## src/rtl/bitonic_pkg.sv

```systemverilog
// rtl/bitonic_pkg.sv - shared types, CAS direction codes and index helper for the bitonic sequencer
package bitonic_pkg;

  typedef enum logic [1:0] {LOAD, SORT, DRAIN} state_t;

  localparam logic CAS_DIR_ASC  = 1'b0;
  localparam logic CAS_DIR_DESC = 1'b1;

  // Spread p apart at bit position pos, leaving a 0 there (lower partner index of a pair).
  function automatic logic [31:0] insert_zero(input logic [31:0] p, input logic [4:0] pos);
    logic [31:0] low_mask;
    low_mask = (32'd1 << pos) - 32'd1;
    return ((p & ~low_mask) << 1) | (p & low_mask);
  endfunction

endpackage

```

## src/rtl/bitonic_seq_sorter_if.sv

```systemverilog
// rtl/bitonic_seq_sorter_if.sv - input stream, output stream and CAS unit signals of the sequencer
interface bitonic_seq_sorter_if #(parameter int W = 32);
  logic         in_valid;
  logic         in_ready;
  logic [W-1:0] in_data;
  logic         in_desc;
  logic         out_valid;
  logic         out_ready;
  logic [W-1:0] out_data;
  logic         out_last;
  logic         cas_enable;
  logic         cas_dir;
  logic [W-1:0] cas_a;
  logic [W-1:0] cas_b;
  logic [W-1:0] cas_o1;
  logic [W-1:0] cas_o2;
  logic         busy;

  modport slave (
    input  in_valid, in_data, in_desc, out_ready, cas_o1, cas_o2,
    output in_ready, out_valid, out_data, out_last, cas_enable, cas_dir, cas_a, cas_b, busy
  );

  modport master (
    output in_valid, in_data, in_desc, out_ready, cas_o1, cas_o2,
    input  in_ready, out_valid, out_data, out_last, cas_enable, cas_dir, cas_a, cas_b, busy
  );
endinterface

```

## src/rtl/bitonic_pair_gen.sv

```systemverilog
// rtl/bitonic_pair_gen.sv - steps (k, j, p) through the bitonic network and emits pair indices
module bitonic_pair_gen
  import bitonic_pkg::*;
#(
  parameter int N = 8
) (
  input  logic                 clk,
  input  logic                 rst,
  input  logic                 start,
  input  logic                 advance,
  output logic [$clog2(N)-1:0] i,
  output logic [$clog2(N)-1:0] l,
  output logic                 dir_raw,
  output logic                 substep_last,
  output logic                 sort_last
);
  localparam int IW = $clog2(N);

  // stage holds log2(k)-1 and j_lg holds log2(j), so every counter starts at 0.
  logic [IW-1:0] stage, j_lg, p;

  always_ff @(posedge clk or posedge rst) begin
    if (rst) begin
      stage <= '0;
      j_lg  <= '0;
      p     <= '0;
    end else if (start) begin
      stage <= '0;
      j_lg  <= '0;
      p     <= '0;
    end else if (advance) begin
      if (substep_last) begin
        p <= '0;
        if (j_lg == '0) begin
          stage <= stage + IW'(1);
          j_lg  <= stage + IW'(1);
        end else begin
          j_lg <= j_lg - IW'(1);
        end
      end else begin
        p <= p + IW'(1);
      end
    end
  end

  always_comb begin
    i            = IW'(insert_zero(32'(p), 5'(j_lg)));
    l            = i | (IW'(1) << j_lg);
    dir_raw      = (32'(i) & (32'd1 << (32'(stage) + 32'd1))) != 32'd0;
    substep_last = (p == IW'(N / 2 - 1));
    sort_last    = substep_last && (j_lg == '0) && (stage == IW'(IW - 1));
  end
endmodule

```

## src/rtl/bitonic_seq_sorter.sv

```systemverilog
// rtl/bitonic_seq_sorter.sv - buffers a block, sorts it through one external CAS unit, streams it out
module bitonic_seq_sorter
  import bitonic_pkg::*;
#(
  parameter int N       = 8,
  parameter int W       = 32,
  parameter int CAS_LAT = 1
) (
  input logic                 clk,
  input logic                 rst,
  bitonic_seq_sorter_if.slave bus
);
  localparam int IW = $clog2(N);
  localparam int CW = $clog2(CAS_LAT + 1);

  state_t             state, state_nx;
  logic [W-1:0]       mem [N];
  logic [IW-1:0]      wr_cnt, rd_cnt, pair_i, pair_l, iss_i, iss_l, wb_i, wb_l;
  logic [IW-1:0]      dl_i [CAS_LAT];
  logic [IW-1:0]      dl_l [CAS_LAT];
  logic [CAS_LAT-1:0] dl_valid;
  logic [CW-1:0]      gap_cnt;
  logic               desc_r, gap, done_r, dir_raw, substep_last, sort_last;
  logic               load_fire, load_last, drain_fire, drain_last, issue, gap_end, wb_valid;
  logic [W-1:0]       rd_a, rd_b, cas_a_r, cas_b_r;
  logic               cas_en_r, cas_dir_r, in_ready_c, out_valid_c, out_last_c, busy_c;

  bitonic_pair_gen #(.N(N)) u_pair_gen (
    .clk          (clk),
    .rst          (rst),
    .start        (load_last),
    .advance      (issue),
    .i            (pair_i),
    .l            (pair_l),
    .dir_raw      (dir_raw),
    .substep_last (substep_last),
    .sort_last    (sort_last)
  );

  assign load_fire  = (state == LOAD) && bus.in_valid;
  assign load_last  = load_fire && (wr_cnt == IW'(N - 1));
  assign drain_fire = (state == DRAIN) && bus.out_ready;
  assign drain_last = drain_fire && (rd_cnt == IW'(N - 1));
  assign issue      = (state == SORT) && !gap;
  // The final gap waits one extra cycle so the last writeback lands before DRAIN reads.
  assign gap_end    = (state == SORT) && gap && (gap_cnt == (done_r ? CW'(CAS_LAT) : CW'(CAS_LAT - 1)));
  assign wb_valid   = dl_valid[CAS_LAT-1];
  assign wb_i       = dl_i[CAS_LAT-1];
  assign wb_l       = dl_l[CAS_LAT-1];

  always_ff @(posedge clk or posedge rst) begin
    if (rst) state <= LOAD;
    else     state <= state_nx;
  end

  always_comb begin
    state_nx    = state;
    in_ready_c  = 1'b0;
    out_valid_c = 1'b0;
    out_last_c  = 1'b0;
    busy_c      = 1'b0;
    unique case (state)
      LOAD: begin
        in_ready_c = 1'b1;
        if (load_last) state_nx = SORT;
      end
      SORT: begin
        busy_c = 1'b1;
        if (gap_end && done_r) state_nx = DRAIN;
      end
      DRAIN: begin
        busy_c      = 1'b1;
        out_valid_c = 1'b1;
        out_last_c  = (rd_cnt == IW'(N - 1));
        if (drain_last) state_nx = LOAD;
      end
      default: state_nx = LOAD;
    endcase
  end

  // The first read of a substep coincides with the previous substep's last writeback; forward it.
  always_comb begin
    rd_a = mem[pair_i];
    rd_b = mem[pair_l];
    if (wb_valid && wb_i == pair_i)      rd_a = bus.cas_o1;
    else if (wb_valid && wb_l == pair_i) rd_a = bus.cas_o2;
    if (wb_valid && wb_i == pair_l)      rd_b = bus.cas_o1;
    else if (wb_valid && wb_l == pair_l) rd_b = bus.cas_o2;
  end

  always_ff @(posedge clk or posedge rst) begin
    if (rst) begin
      wr_cnt    <= '0;
      rd_cnt    <= '0;
      desc_r    <= 1'b0;
      gap       <= 1'b0;
      gap_cnt   <= '0;
      done_r    <= 1'b0;
      cas_en_r  <= 1'b0;
      cas_dir_r <= CAS_DIR_ASC;
      cas_a_r   <= '0;
      cas_b_r   <= '0;
      iss_i     <= '0;
      iss_l     <= '0;
      dl_valid  <= '0;
      for (int s = 0; s < CAS_LAT; s++) begin
        dl_i[s] <= '0;
        dl_l[s] <= '0;
      end
    end else begin
      if (load_fire) begin
        wr_cnt <= load_last ? '0 : wr_cnt + IW'(1);
        if (wr_cnt == '0) desc_r <= bus.in_desc;
      end
      if (drain_fire) rd_cnt <= drain_last ? '0 : rd_cnt + IW'(1);

      cas_en_r  <= issue;
      cas_dir_r <= issue ? ((desc_r == CAS_DIR_DESC) ^ dir_raw) : CAS_DIR_ASC;
      cas_a_r   <= issue ? rd_a : '0;
      cas_b_r   <= issue ? rd_b : '0;
      iss_i     <= pair_i;
      iss_l     <= pair_l;

      if (load_last) begin
        gap     <= 1'b0;
        gap_cnt <= '0;
        done_r  <= 1'b0;
      end else if (issue && substep_last) begin
        gap     <= 1'b1;
        gap_cnt <= '0;
        done_r  <= sort_last;
      end else if (gap_end) begin
        gap    <= 1'b0;
        done_r <= 1'b0;
      end else if (state == SORT && gap) begin
        gap_cnt <= gap_cnt + CW'(1);
      end

      dl_valid[0] <= cas_en_r;
      dl_i[0]     <= iss_i;
      dl_l[0]     <= iss_l;
      for (int s = 1; s < CAS_LAT; s++) begin
        dl_valid[s] <= dl_valid[s-1];
        dl_i[s]     <= dl_i[s-1];
        dl_l[s]     <= dl_l[s-1];
      end
    end
  end

  always_ff @(posedge clk) begin
    if (load_fire) mem[wr_cnt] <= bus.in_data;
    if (wb_valid) begin
      mem[wb_i] <= bus.cas_o1;
      mem[wb_l] <= bus.cas_o2;
    end
  end

  assign bus.in_ready   = in_ready_c;
  assign bus.out_valid  = out_valid_c;
  assign bus.out_last   = out_last_c;
  assign bus.out_data   = mem[rd_cnt];
  assign bus.busy       = busy_c;
  assign bus.cas_enable = cas_en_r;
  assign bus.cas_dir    = cas_dir_r;
  assign bus.cas_a      = cas_a_r;
  assign bus.cas_b      = cas_b_r;
endmodule
```

## src/flat_wrapper.sv

```systemverilog
// flat-port wrapper written by rule: the top's interface ports become plain ports
module bitonic_seq_sorter_flat import bitonic_pkg::*;
#(
  parameter int N       = 8,
  parameter int W       = 32,
  parameter int CAS_LAT = 1
)
  (clk, rst, bus_in_valid, bus_in_data, bus_in_desc, bus_out_ready, bus_cas_o1, bus_cas_o2, bus_in_ready, bus_out_valid, bus_out_data, bus_out_last, bus_cas_enable, bus_cas_dir, bus_cas_a, bus_cas_b, bus_busy);
  bitonic_seq_sorter_if #(.W(W)) bus_i ();
  input logic clk;
  input logic rst;
  input wire logic [$bits(bus_i.in_valid)-1:0] bus_in_valid;
  input wire logic [$bits(bus_i.in_data)-1:0] bus_in_data;
  input wire logic [$bits(bus_i.in_desc)-1:0] bus_in_desc;
  input wire logic [$bits(bus_i.out_ready)-1:0] bus_out_ready;
  input wire logic [$bits(bus_i.cas_o1)-1:0] bus_cas_o1;
  input wire logic [$bits(bus_i.cas_o2)-1:0] bus_cas_o2;
  output wire logic [$bits(bus_i.in_ready)-1:0] bus_in_ready;
  output wire logic [$bits(bus_i.out_valid)-1:0] bus_out_valid;
  output wire logic [$bits(bus_i.out_data)-1:0] bus_out_data;
  output wire logic [$bits(bus_i.out_last)-1:0] bus_out_last;
  output wire logic [$bits(bus_i.cas_enable)-1:0] bus_cas_enable;
  output wire logic [$bits(bus_i.cas_dir)-1:0] bus_cas_dir;
  output wire logic [$bits(bus_i.cas_a)-1:0] bus_cas_a;
  output wire logic [$bits(bus_i.cas_b)-1:0] bus_cas_b;
  output wire logic [$bits(bus_i.busy)-1:0] bus_busy;
  assign bus_i.in_valid = bus_in_valid;
  assign bus_i.in_data = bus_in_data;
  assign bus_i.in_desc = bus_in_desc;
  assign bus_i.out_ready = bus_out_ready;
  assign bus_i.cas_o1 = bus_cas_o1;
  assign bus_i.cas_o2 = bus_cas_o2;
  assign bus_in_ready = bus_i.in_ready;
  assign bus_out_valid = bus_i.out_valid;
  assign bus_out_data = bus_i.out_data;
  assign bus_out_last = bus_i.out_last;
  assign bus_cas_enable = bus_i.cas_enable;
  assign bus_cas_dir = bus_i.cas_dir;
  assign bus_cas_a = bus_i.cas_a;
  assign bus_cas_b = bus_i.cas_b;
  assign bus_busy = bus_i.busy;
  bitonic_seq_sorter #(.N(N), .W(W), .CAS_LAT(CAS_LAT)) u_core (.clk(clk), .rst(rst), .bus(bus_i));
endmodule
```

## config.mk

```make
export PLATFORM = sky130hd
export DESIGN_NAME = bitonic_seq_sorter_flat
export DESIGN_NICKNAME = d
export VERILOG_FILES = /design/src/rtl/bitonic_pkg.sv /design/src/rtl/bitonic_seq_sorter_if.sv /design/src/rtl/bitonic_pair_gen.sv /design/src/rtl/bitonic_seq_sorter.sv /design/src/flat_wrapper.sv
export SDC_FILE = /design/constraint.sdc
export NUM_CORES = 1
export LEC_CHECK = 0
export BUFFER_PORTS_ARGS = -buffer_cell sky130_fd_sc_hd__buf_2
export CAP_MARGIN = 10
export CORE_MARGIN = 1.5
export CORE_UTILIZATION = 50
export DETAILED_ROUTE_END_ITERATION = 12
export GPL_TIMING_DRIVEN = 0
export HOLD_SLACK_MARGIN = 0.05
export PLACE_DENSITY = 0.69
export SETUP_SLACK_MARGIN = 0.4
export SLEW_MARGIN = 20
export SYNTH_ARGS = -nofsm -noshare
export SYNTH_HDL_FRONTEND = slang
export SYNTH_HIERARCHICAL = 1
export SYNTH_SLANG_ARGS = --single-unit
```

## constraint.sdc

```tcl
create_clock -name clk -period 6.3 [get_ports clk]
set_input_delay 1.26 -clock clk [delete_from_list [all_inputs] [get_ports clk]]
set_output_delay 1.26 -clock clk [all_outputs]
set_load 0.05 [all_outputs]
```

# Word level (Yosys, flattened, before mapping)

Memories as Yosys holds them, arrays and structs flattened.
Cells that the tools add are included.

Bits in registers: 100
Bits in writable memories: 256
Input port bits: 101
Logic and storage cells: 126
Memories kept: 1

Memory list:

| memory     | words | width | rd ports | clocked after memory_dff | wr ports | RTL line                 | source |
|---|---|---|---|---|---|---|---|
| u_core.mem | 8     | 32    | 3        | 0                        | 3        | bitonic_seq_sorter.sv:17 | `logic [W-1:0] mem [N];` |

Add/subtract/negate cells: 8
Equal/unequal tests: 15
Shift operators: 3
Muxes and demuxes: 42
Bitwise logic cells: 7
Reductions and logical operators: 31

Operators by type and width:

| cell                                                                     | count |
|---|---|
| 32-bit 2-to-1 mux                                                        | 6 |
| 3-bit 2-to-1 mux                                                         | 13 |
| 3-bit by 32-bit AND with 32-bit output                                   | 1 |
| 32-bit nonzero test                                                      | 1 |
| 1-bit by 4-bit << shifter with 32-bit output (first input constant)      | 1 |
| 1-bit 2-to-1 mux                                                         | 19 |
| 1-bit logical AND                                                        | 15 |
| 3-bit by 1-bit adder with 3-bit output (second input constant)           | 4 |
| 3-bit equality test                                                      | 4 |
| 3-bit by 2-bit equality test with 1-bit output (second input constant)   | 2 |
| 3-bit equality test (second input constant)                              | 2 |
| 3-bit logical NOT                                                        | 2 |
| 2-bit 2-to-1 mux                                                         | 3 |
| 3-bit bitwise OR                                                         | 2 |
| 2-bit one-hot mux with 3 select lines                                    | 1 |
| 2-bit AND reduction                                                      | 3 |
| 3-bit AND reduction                                                      | 2 |
| 2-bit nonzero test                                                       | 3 |
| 3-bit nonzero test                                                       | 2 |
| 1-bit by 3-bit << shifter with 3-bit output (first input constant)       | 2 |
| 3-bit by 1-bit subtractor with 3-bit output (second input constant)      | 2 |
| 3-bit by 1-bit adder with 4-bit output (second input constant)           | 1 |
| 2-bit by 1-bit inequality test with 1-bit output (second input constant) | 2 |
| 3-bit AND                                                                | 1 |
| 12 further kinds                                                         | 12 |

# Longest topological paths before layout

Depth in word-level cells: 11
Gate-level depth with buffers: 15

# Modules after synthesis

Netlist, hierarchy kept.

Modules (own cells, without submodules):

| module             | times used | cells an instance | area each (um^2) | seq. area each (um^2) |
|---|---|---|---|---|
| bitonic_seq_sorter | 1          | 2199              | 23905.4          | 9964.6 |
| bitonic_pair_gen   | 1          | 79                | 719.4            | 225.2 |

# Worst setup path after synthesis

No wires, ideal clock.

Path kind: input to register
Start: in bus_in_valid
End: mem u_core.mem[6][0], enable pin
Library setup time: 533 ps
Arrival time: 5354 ps
Required time: 5767 ps
Path slack: 412 ps
Stages on the path: 3
Buffers on the path: 1
Cell sequence: nand2_1 -> clkbuf_1 -> o311ai_0

RTL lines:

| element            | RTL line                 | source |
|---|---|---|
| start: declaration | flat_wrapper.sv:12       | `input wire logic [$bits(bus_i.in_valid)-1:0] bus_in_valid;` |
| end: declaration   | bitonic_seq_sorter.sv:17 |  |

# Worst setup path in the final report

Start: reg u_core.rd_cnt[1]
End: out bus_out_data[0]

Cells in the longest elaborated chain, start to end: 1

Ends and longest elaborated chain:

| element                  | RTL line                  | source |
|---|---|---|
| start: declaration       | bitonic_seq_sorter.sv:18  | `logic [IW-1:0] wr_cnt, rd_cnt, pair_i, pair_l, iss_i, iss_l, wb_i, wb_l;` |
| start signal: assignment | bitonic_seq_sorter.sv:115 | `if (drain_fire) rd_cnt <= drain_last ? '0 : rd_cnt + IW'(1);` |
| memory 8 x 32 bit        | --                        |  |
| end: declaration         | flat_wrapper.sv:20        | `output wire logic [$bits(bus_i.out_data)-1:0] bus_out_data;` |

No other way between the ends.

==> flow_summary.toml <==
[floorplanning]
pin_count = 203
start_util_pct = 50.5
die_x_um = 225
fp-row-count = 81
die_area_mm2 = 0.0506
die_y_um = 225
core_area_mm2 = 0.0487

[place]
port_buffers = 106
hpwlAfterDp_um = 64100
routabilityCongestion = 0.955
dp_worst_setup_slack_ns = 2.41

[timing]
post-route-min-period_ns = 4.44
relSlewSlack_pct = 28.0
rsz0062_at_grt = "false"
tightest_slew_ns = 1.08
fmax_ghz = 0.225
hold_viol = 0
setup_slack_ns = 1.86
skew_ns = 0.0201
post-route-period-util_pct = 70.5
tns_ns = 0
slew_violations = 0
setup-violations-final = 0

[clocking]
post_cts_buffers = 0
cts.clk_slew.worst_paths_ns = 0.06
root_buffer = "clkbuf_16"
htree_num_levels = 2
cts_num_sinks = 356
cts-buffers-inserted = 42
clkLatencyLatePin_ns = 0.59
clockBufferDepth = 3
cts_resized = 0
cts_tree = "yes"
postCtsHoldBufs = 0

[worst_setup_path]
worstPathArrival_ns = 3.18
r2r-end = "u_core/bus.cas_b[20]"
cp_max_fo = 10
path_cells = "buf_2 -> clkbuf_1 -> mux4_2 -> mux2_2 -> buf_2"
cp.required_ns = 5.04
cp-start-kind = "flop"
critPathKind = "flop to output pin"
rr_worst_depth = 14
worst-r2r-setup-slack_ns = 2.26
path_common_cell = "buf_2"
regToRegStartpoint = "u_core/u_pair_gen/j_lg[0]"
crit_path_max_incr_delay_ns = 0.84
crit_slowest_cell = "clkbuf_1"
endpoint_kind = "output pin"

[cells_and_area]
nNetsFinal = 2585
drive_gt1_share_pct = 19.8
area_growth_pct = 13.1
seq_area_mm2 = 0.0102
multi_input_area_mm2 = 0.0128
nFillCells = 4144

[power_and_ir_drop]
p_comb_share_pct = 57.8
powerDensity_mw_per_mm2 = 521
clock_power_share_pct = 18.5
p_leak_nw = 11.0
internal_power_mw = 7.93
ir_drop_mv = 0.365
power.share.sequential_pct = 23.7
sw_frac_of_total_pct = 45.4
switchingPower_mw = 6.60

[worst_hold_path]
hold_start = "u_core/iss_i[1]"
holdPathStages = 0
min_path_type = "flop to flop"
hold_path_end = "u_core/dl_i[1]"

[grt]
grt.total_usage_pct = 37.8
antenna_found_initial = 9
globalRouteOverflowTotal = 0
grt_pass1_wl_um = 138000
grt_pass1_vias = 21300
grt_max_degree = 57

[logic_synthesis]
synth_top_area_share_pct = 31.2
yosys_warnings = 6
syn_area_mm2 = 0.0246
ys_ff_latch = 356
synthCells = 2278
ys_seq_area_share_pct = 41.4
synth_ff_type = "edfxtp_1"
syn_area_per_cell_um2 = 10.8
synthArstFlopShare_pct = 28.1
synth_top_area_cell = "edfxtp_1"
synth_nets = 2399
yosys-top-cells-area = "edfxtp_1, mux2i_1, mux4_2"
synth_edf_count = 256
synth_cell_type_count = 59

[route]
drtPass1Iterations = 6
drc_errors = 0
drt_wl_total_um = 96600
drtIter0Drc = 3084
via_per_inst = 6.86
vias = 21700
wire_per_inst_um = 30.5
antenna_left = 0

[flow_run]
cap_violations = 0

[outcome]
status = "finished clean"
-- cells by family (layout without fill, tap and decap cells) --
family	count (synthesis)	count (layout)	share of synthesized area (%)
muxes	546	546	29.0
and+or+nand+nor	540	540	10.2
AOI/OAI and AO/OA	487	487	11.2
DFF	356	356	41.4
buffers and inverters	311	531	6.66
adders and majority gates	20	20	1.02
xor gates and xnor gates	18	18	0.640
other	0	4	0
-- cell type report --
type	instances	area share, %
antenna	4	0.0359
buffer	295	5.67
clock buffer	64	4.55
clock inverter	14	0.871
inverter	16	0.234
multi-input combinational	1611	46.0
sequential	356	36.6
tap	664	2.98
timing repair buffer	142	3.06
-- metal layers --
| layer | global-route usage, % | vias to the layer above | share of wire, % |
|---|---|---|---|
| li1 | - | 8835 | - |
| met1 | 47.7 | 10400 | 35 |
| met2 | 55.8 | 1978 | 44 |
| met3 | 12.5 | 492 | 15 |
| met4 | 24.2 | 10 | 6.9 |
| met5 | 0 | - | 0.070 |
-- synth_stat cells, drive strengths merged (3+ instances only) --
master	count
mux2i	384
edfxtp	256
nand2	209
o21ai	199
clkbuf	165
a21oi	140
nor2	140
buf	130
mux4	128
dfrtp	100
nand2b	76
nand3	70
a22oi	65
a31oi	64
mux2	34
ha	20
inv	16
xnor2	16
nor3	9
nand4	6
nand4b	6
nor3b	6
o211ai	6
nor2b	5
and2	3
or3	3
-- layout by cell type, fill, tap and decap left out, types with 5 or more instances in the layout --
cell / n
buf_4: 44
mux4_1: 6
mux2_2: 34
nor3_1: 7
edfxtp_1: 256
xnor2_1: 16
inv_1: 14
nand3_1: 70
clkbuf_16: 46
a22oi_1: 65
a21oi_1: 140
nand2_1: 209
buf_6: 20
clkbuf_1: 175
buf_12: 11
nor2_1: 140
a31oi_1: 64
mux2i_1: 384
o21ai_1: 91
ha_1: 20
clkbuf_8: 5
mux4_2: 122
buf_2: 178
buf_1: 15
o21ai_0: 108
nand2b_1: 75
nand4b_1: 6
o211ai_1: 5
bufinv_16: 7
dfrtp_1: 100
-- worst max path at each step --
| stage | slack, ns | depth (start not counted) | to | startpoint |
|---|---|---|---|---|
| detailed placement | 2.41 | 14 | u_core/bus.cas_b[20] | u_core/u_pair_gen/j_lg[0] |
| global route | 1.89 | 5 | bus_out_data[23] | u_core/rd_cnt[1] |
| global placement | -4.76 | 4 | u_core/mem[6][19] | bus_in_valid |
| finish | 1.86 | 5 | bus_out_data[0] | u_core/rd_cnt[1] |
| CTS | 1.97 | 5 | bus_out_data[0] | u_core/rd_cnt[1] |
| floorplan | 0.41 | 3 | u_core/mem[6][0] | bus_in_valid |
-- sequential cells by signal, summed over array words and instances, names as in the netlist --
register / flops
u_core/u_pair_gen/p: 3
u_core/bus.cas_enable: 1
u_core/bus.cas_a: 32
u_core/mem: 256
u_core/state: 2
u_core/bus.cas_dir: 1
u_core/u_pair_gen/stage: 3
u_core/rd_cnt: 3
u_core/dl_l: 3
u_core/done_r: 1
u_core/gap_cnt: 1
u_core/wr_cnt: 3
u_core/iss_l: 3
u_core/dl_valid: 1
u_core/iss_i: 3
u_core/gap: 1
u_core/dl_i: 3
u_core/desc_r: 1
u_core/bus.cas_b: 32
u_core/u_pair_gen/j_lg: 3
-- through the flow --
stage / cells / power [mW] / hold slack (ns) / cell area [µm²] / utilization, %
after floorplan: 2278 / 9.17 / 0.331 / 24600 / -
after global placement: 3048 / 11.4 / 0.332 / 26000 / 53.3
after detailed placement: 3084 / 11.6 / 0.336 / 26300 / 54.0
after CTS: 3162 / 14.3 / 0.354 / 27800 / 57.1
after global routing: 3166 / 14.9 / 0.362 / 27900 / 57.1
final: 3166 / 14.5 / 0.349 / 27900 / 57.1
-- power groups by stage --
stage / registers, mW / logic [mW] / clock network (mW)
global route: 3.48 / 8.65 / 2.80
finish: 3.44 / 8.39 / 2.69
CTS: 3.42 / 8.14 / 2.71
global placement: 3.50 / 7.86 / 0
detailed placement: 3.46 / 8.11 / 0
floorplan: 3.63 / 5.55 / 0
-- critical path, delay by kind of cell (launching register included) --
| kind | cells | cell delay [ns] |
|---|---|---|
| flops | 1 | 0.42 |
| mux | 2 | 0.77 |
| buf+inv | 3 | 1.40 |
Note: power is estimated with default switching activity, not from simulation.
